`src/rtl/invader_pkg.sv`:
```
// Shared types and constants for the invader game sequencer.
package invader_pkg;

    localparam int unsigned N_ALIEN   = 15;
    localparam int unsigned N_MISSLE  = 8;
    localparam int unsigned SCORE_W   = 14;

    // Alien rows: bits 0-4 row A, 5-9 row B, 10-14 row C.
    localparam int unsigned ROW_A_LO  = 0;
    localparam int unsigned ROW_A_HI  = 4;
    localparam int unsigned ROW_B_LO  = 5;
    localparam int unsigned ROW_B_HI  = 9;
    localparam int unsigned ROW_C_LO  = 10;
    localparam int unsigned ROW_C_HI  = 14;

    localparam int unsigned PTS_A     = 30;
    localparam int unsigned PTS_B     = 20;
    localparam int unsigned PTS_C     = 10;

    localparam int unsigned DEF_SCORE_MAX   = 9999;
    localparam int unsigned DEF_HOLD_FRAMES = 180;

    typedef enum logic [1:0] {
        ATTRACT = 2'b00,
        PLAY    = 2'b01,
        WIN     = 2'b10,
        LOSE    = 2'b11
    } game_state_t;

    function automatic logic [2:0] popcount5(input logic [4:0] v);
        logic [2:0] n;
        n = '0;
        for (int unsigned i = 0; i < 5; i++) begin
            n = n + 3'(v[i]);
        end
        return n;
    endfunction

endpackage

```
`src/rtl/invader_score_acc.sv`:
```
// Weighted kill scoring with a saturating score adder.
module invader_score_acc
    import invader_pkg::*;
#(
    parameter int unsigned SCORE_MAX = DEF_SCORE_MAX
) (
    input  logic               en,
    input  logic [N_ALIEN-1:0] kill,
    input  logic [SCORE_W-1:0] score_cur,
    output logic [SCORE_W-1:0] score_nxt
);

    logic [2:0]         cnt_a;
    logic [2:0]         cnt_b;
    logic [2:0]         cnt_c;
    logic [SCORE_W-1:0] pts;
    logic [SCORE_W-1:0] sum;

    // Count kills per row, weight them, and clamp the running score.
    always_comb begin
        cnt_a = popcount5(kill[ROW_A_HI:ROW_A_LO]);
        cnt_b = popcount5(kill[ROW_B_HI:ROW_B_LO]);
        cnt_c = popcount5(kill[ROW_C_HI:ROW_C_LO]);
        pts   = SCORE_W'(cnt_a) * SCORE_W'(PTS_A)
              + SCORE_W'(cnt_b) * SCORE_W'(PTS_B)
              + SCORE_W'(cnt_c) * SCORE_W'(PTS_C);
        sum   = score_cur + pts;
        if (!en) begin
            score_nxt = score_cur;
        end else if (sum > SCORE_W'(SCORE_MAX)) begin
            score_nxt = SCORE_W'(SCORE_MAX);
        end else begin
            score_nxt = sum;
        end
    end

endmodule

```
`src/rtl/invader_game_ctrl.sv`:
```
// Frame-synchronous game sequencer and collision scoreboard.
module invader_game_ctrl
    import invader_pkg::*;
#(
    parameter int unsigned SCORE_MAX   = DEF_SCORE_MAX,
    parameter int unsigned HOLD_FRAMES = DEF_HOLD_FRAMES
) (
    input  logic                vga_clk_i,
    input  logic                vga_rst_i,
    input  logic                video_on,
    input  logic                frame_tick,
    input  logic [N_ALIEN-1:0]  alien_active,
    input  logic [N_MISSLE-1:0] missle_active,
    input  logic [3:0]          barrier_active,
    input  logic                landed,
    input  logic                start_btn,
    output logic [N_ALIEN-1:0]  alien_alive,
    output logic [N_MISSLE-1:0] missle_retire,
    output logic [1:0]          game_state,
    output logic                winner,
    output logic                loser,
    output logic [SCORE_W-1:0]  score
);

    localparam int unsigned HOLD_W = (HOLD_FRAMES > 2) ? $clog2(HOLD_FRAMES) : 1;
    localparam logic [HOLD_W-1:0] HOLD_LAST = HOLD_W'(HOLD_FRAMES - 1);

    game_state_t         state;
    logic [N_ALIEN-1:0]  pend_kill;
    logic [N_MISSLE-1:0] pend_ret;
    logic                landed_lat;
    logic [HOLD_W-1:0]   hold_cnt;

    logic                sample;
    logic [N_ALIEN-1:0]  alive_post;
    logic [N_ALIEN-1:0]  alive_eff;
    logic [N_ALIEN-1:0]  kill_now;
    logic [N_MISSLE-1:0] ret_now;
    logic                landed_seen;
    logic                score_en;
    logic [SCORE_W-1:0]  score_nxt;

    // Per-pixel overlap detection; on the commit cycle new samples are masked
    // with the post-commit alive set so an alien dying now cannot score twice.
    always_comb begin
        sample      = (state == PLAY) && video_on;
        alive_post  = alien_alive & ~pend_kill;
        alive_eff   = frame_tick ? alive_post : alien_alive;
        kill_now    = '0;
        ret_now     = '0;
        if (sample && (|missle_active)) begin
            kill_now = alien_active & alive_eff;
        end
        if (sample && ((|(alien_active & alive_eff)) || (|barrier_active))) begin
            ret_now = missle_active;
        end
        landed_seen = landed_lat | landed;
        score_en    = (state == PLAY) && frame_tick;
    end

    invader_score_acc #(
        .SCORE_MAX (SCORE_MAX)
    ) u_score_acc (
        .en        (score_en),
        .kill      (pend_kill),
        .score_cur (score),
        .score_nxt (score_nxt)
    );

    // Game FSM plus frame accumulators and commit of alive/score/retire.
    always_ff @(posedge vga_clk_i or negedge vga_rst_i) begin
        if (!vga_rst_i) begin
            state         <= ATTRACT;
            alien_alive   <= '1;
            score         <= '0;
            missle_retire <= '0;
            pend_kill     <= '0;
            pend_ret      <= '0;
            landed_lat    <= 1'b0;
            hold_cnt      <= '0;
        end else begin
            missle_retire <= '0;
            case (state)
                ATTRACT: begin
                    pend_kill  <= '0;
                    pend_ret   <= '0;
                    landed_lat <= 1'b0;
                    hold_cnt   <= '0;
                    if (frame_tick && start_btn) begin
                        state       <= PLAY;
                        alien_alive <= '1;
                        score       <= '0;
                    end
                end
                PLAY: begin
                    if (frame_tick) begin
                        alien_alive   <= alive_post;
                        missle_retire <= pend_ret;
                        score         <= score_nxt;
                        landed_lat    <= 1'b0;
                        hold_cnt      <= '0;
                        if (alive_post == '0) begin
                            state     <= WIN;
                            pend_kill <= '0;
                            pend_ret  <= '0;
                        end else if (landed_seen) begin
                            state     <= LOSE;
                            pend_kill <= '0;
                            pend_ret  <= '0;
                        end else begin
                            pend_kill <= kill_now;
                            pend_ret  <= ret_now;
                        end
                    end else begin
                        pend_kill  <= pend_kill | kill_now;
                        pend_ret   <= pend_ret | ret_now;
                        landed_lat <= landed_seen;
                    end
                end
                WIN, LOSE: begin
                    if (frame_tick) begin
                        if (hold_cnt == HOLD_LAST) begin
                            state    <= ATTRACT;
                            hold_cnt <= '0;
                        end else begin
                            hold_cnt <= hold_cnt + 1'b1;
                        end
                    end
                end
                default: state <= ATTRACT;
            endcase
        end
    end

    assign game_state = state;
    assign winner     = (state == WIN);
    assign loser      = (state == LOSE);

endmodule
```
`config.mk`:
```
export PLATFORM = sky130hd
export DESIGN_NAME = invader_game_ctrl
export DESIGN_NICKNAME = d
export VERILOG_FILES = /design/src/rtl/invader_pkg.sv /design/src/rtl/invader_score_acc.sv /design/src/rtl/invader_game_ctrl.sv
export SDC_FILE = /design/constraint.sdc
export NUM_CORES = 1
export LEC_CHECK = 0
export BUFFER_PORTS_ARGS = -buffer_cell sky130_fd_sc_hd__clkbuf_2
export CAP_MARGIN = 20
export CORE_ASPECT_RATIO = 1.4
export CORE_MARGIN = 1.5
export CORE_UTILIZATION = 45
export DETAILED_ROUTE_END_ITERATION = 10
export GPL_TIMING_DRIVEN = 0
export PLACE_DENSITY_LB_ADDON = 0.12
export SYNTH_ARGS = -nofsm -noshare
export SYNTH_HDL_FRONTEND = slang
export SYNTH_SLANG_ARGS = --single-unit
```
`constraint.sdc`:
```
create_clock -name vga_clk_i -period 14.9 [get_ports vga_clk_i]
set_input_delay 2.98 -clock vga_clk_i [delete_from_list [all_inputs] [get_ports vga_clk_i]]
set_output_delay 2.98 -clock vga_clk_i [all_outputs]
set_load 0.05 [all_outputs]
```
==> results.sh <==
export IMPL_async_reset_ff_share_pct=100.0
export IMPL_grt_pass1_wl_mm=20.79
export IMPL_rrSetupSlack_ns=7.88
export IMPL_crit_arrival_ns=7.24
export IMPL_overflow=0
export IMPL_period_minus_slack_ns=7.018
export IMPL_setup_viol=0
export IMPL_die_h_um=126.2
export IMPL_max_stage_delay_ns=0.54
export IMPL_postCtsSetupRepairBufs=0
export IMPL_rows=44
export IMPL_final_util_pct=54.72
export IMPL_clock_fmax_mhz=142.5
export IMPL_place_port_buffers=73
export IMPL_dp_cells=741
export IMPL_grt_start_max_net_pins=40
export IMPL_worstHoldStart="alien_alive[3]"
export IMPL_synth_ff_latch_count=71
export IMPL_r2r_cells=30
export IMPL_cts_htree_levels=3
export IMPL_drtIter0Drc=213
export IMPL_wl_per_cell_um=16.92
export IMPL_root_buffer="clkbuf_16"
export IMPL_finalCritPeriodShare_pct=47.10
export IMPL_cts_tree="done"
export IMPL_worst_path_buf_inv=9
export IMPL_worstSetupPathType="reg2reg"
export IMPL_initial_utilization_pct=46.60
export IMPL_first_global_vias=4269
export IMPL_hold_end="alien_alive[3]"
export IMPL_path_clk_slew_ns=0.06
export IMPL_grt_usage_pct=23.11
export IMPL_skew_ns=0.006854
export IMPL_diodes=0
export IMPL_syn_avg_cell_area_um2=9.215
export IMPL_tightest_slew_ns=0.6120
export IMPL_crit_path_end_kind="flip-flop"
export IMPL_whs_path_depth=2
export IMPL_r2r_start="pend_kill[0]"
export IMPL_die_x_um=90.97
export IMPL_ctsResizeCount=0
export IMPL_ant_nets=0
export IMPL_cpMostUsedCell="inv_1"
export IMPL_cts_sinks=71
export IMPL_maxCapViolCount=0
export IMPL_r2r_end="score[0]"
export IMPL_finalHoldViolCount=0
export IMPL_gp_congestion=0.9266
export IMPL_hold_path_class="reg2reg"
export IMPL_drtPass1Iterations=4
export IMPL_fin_setup_tns_ns=0
export IMPL_post_drt_via_cell_ratio=5.634
export IMPL_cts_buffers=9
export IMPL_ys_types=64
export IMPL_synth_warnings=0
export IMPL_area_growth_syn_to_layout_pct=17.43
export IMPL_drive_gt1_share_pct=18.90
export IMPL_crit_required_ns=15.12
export IMPL_fin_cells=757
export IMPL_postPlaceCellArea_um2=5435
export IMPL_finalMaxSlewViolations=0
export IMPL_cp_slowest_cell="fa_1"
export IMPL_final_area_um2=5724
export IMPL_rsz0062_at_grt="no"
export IMPL_synthesis_area_um2=4875
export IMPL_coreArea_um2=10460
export IMPL_antenna_found_initial=0
export IMPL_path_delay_family="adder cells"
export IMPL_seq_area_frac_synth_pct=36.83
export IMPL_die_area_um2=11480
export IMPL_syn_nets=613
export IMPL_vias=4265
export IMPL_wl_mm=12.81
export IMPL_finalNetCount=698
export IMPL_crit_fanout=9
export IMPL_cts_hold_fix_buffers=0
export IMPL_synth_edff_count=0
export IMPL_slew_headroom_pct=58.93
export IMPL_dp_hpwl_mm=9.969
export IMPL_ios=74
export IMPL_cp_start_kind="flip-flop"
export IMPL_synth_main_ff_cell="dfrtp_1"
export IMPL_insertion_delay_ns=0.33
export IMPL_fillers=1009
export IMPL_remaining_drc_errors=0
export IMPL_status="complete, no violations"
export IMPL_max_clock_path_buffers=2
export IMPL_syn_inst=529
-- cell usage in the layout (no fill, tap or decap), types with 3 or more instances in the layout --
cell type  Yosys  layout
ha_1          36      36
xnor2_1       10      10
nor3_1         5       5
nand2b_1       6       6
nor4_1         4       4
clkbuf_8       0       3
clkbuf_2       0      72
a221oi_1       3       3
a22o_1        14      14
o21ai_1       11      11
a311o_1        3       3
nor2b_1       11      11
fa_1          15      15
a32o_1         6       6
a21oi_1       27      27
or3_1          3       3
nand4_1        6       6
buf_2          4       4
and2_1         9       9
a21o_1        10      10
inv_1         66      66
clkbuf_16      0       9
clkbuf_1      12      14
and3_1        11      11
o211ai_1       5       5
nor2_1        24      24
o21ai_0       23      23
a22oi_1        4       4
o22ai_1        6       6
xor2_1         8       8
nand3_1        8       8
nand2_1       60      60
o221ai_1       5       5
dfstp_2       15      15
dfrtp_1       56      56
or4_1          3       3
-- synthesized netlist by cell type (3+ instances only) --
library cell	n	area, um2
inv_1	66	247.7
nand2_1	60	225.2
dfrtp_1	56	1401
ha_1	36	450.4
a21oi_1	27	135.1
nor2_1	24	90.09
o21ai_0	23	115.1
dfstp_2	15	394.1
fa_1	15	300.3
a22o_1	14	122.6
clkbuf_1	12	45.04
and3_1	11	68.82
nor2b_1	11	68.82
o21ai_1	11	55.05
a21o_1	10	75.07
xnor2_1	10	87.58
and2_1	9	56.30
nand3_1	8	40.04
xor2_1	8	70.07
a32o_1	6	60.06
nand2b_1	6	37.54
nand4_1	6	37.54
o22ai_1	6	37.54
nor3_1	5	25.02
o211ai_1	5	37.54
o221ai_1	5	43.79
a22oi_1	4	30.03
buf_2	4	20.02
nor4_1	4	25.02
a221oi_1	3	26.28
a311o_1	3	30.03
or3_1	3	18.77
or4_1	3	22.52
-- per-stage QoR --
stage          worst slack, ns  hold WS, ns
6_report                 7.882       0.4762
5_1_grt                  7.417       0.4912
4_1_cts                  7.885       0.4775
3_5_place_dp             7.927       0.4686
3_3_place_gp             8.050       0.4662
2_1_floorplan            8.664       0.4457
-- tightest hold or removal path, stage by stage, from the launching register on --
cell	delay [ns]
dfstp_2	0.38
nand2_1	0.05
nand2_1	0.05
-- how the worst max path moves through the flow --
| stage | from | endpoint | slack (ns) | cells past startpoint |
|---|---|---|---|---|
| finish | pend_kill[0] | score[0] | 7.88 | 30 |
| global route | pend_kill[0] | score[0] | 7.42 | 30 |
| CTS | pend_kill[1] | score[0] | 7.89 | 30 |
| detailed placement | pend_kill[1] | score[0] | 7.93 | 30 |
| global placement | pend_kill[1] | score[0] | 8.05 | 30 |
| floorplan | pend_kill[0] | score[10] | 8.66 | 30 |
-- cells by family (layout without fill, tap and decap cells) --
kind of cell | after synthesis | in the layout | share of synthesized area [%]
buf+inv | 86 | 176 | 6.956
xor+xnor | 18 | 18 | 3.234
simple gates | 157 | 157 | 16.25
compound gates | 145 | 145 | 21.12
fa+ha+maj | 51 | 51 | 15.40
flops | 71 | 71 | 36.83
mux | 1 | 1 | 0.2053
-- state kept, by name, indices dropped and copies added, names as in the netlist --
signal	flops
alien_alive	15
game_state	2
hold_cnt	8
landed_lat	1
missle_retire	8
pend_kill	15
pend_ret	8
score	14
-- final cells by class --
cell class	count	area (um2)	area share (%)
Tap cell	138	172.7	3.016
Clock inverter	2	15.01	0.2623
Timing Repair Buffer	74	387.9	6.776
Sequential cell	71	1795	31.37
Clock buffer	14	274.0	4.787
Multi-Input combinational cell	372	2740	47.87
Buffer	20	91.34	1.596
Inverter	66	247.7	4.328
-- layer usage --
metal,GRT usage [%],part of all wire [%],vias up
met5,0,0,-
met4,10.75,2.6,0
met2,39.64,51,125
met1,27.78,42,2084
li1,-,-,2033
met3,4.348,4.5,23
Power is left out: the tool's default activity adds up to more than one toggle a clock period on the data nets, which glitch-free logic cannot reach.
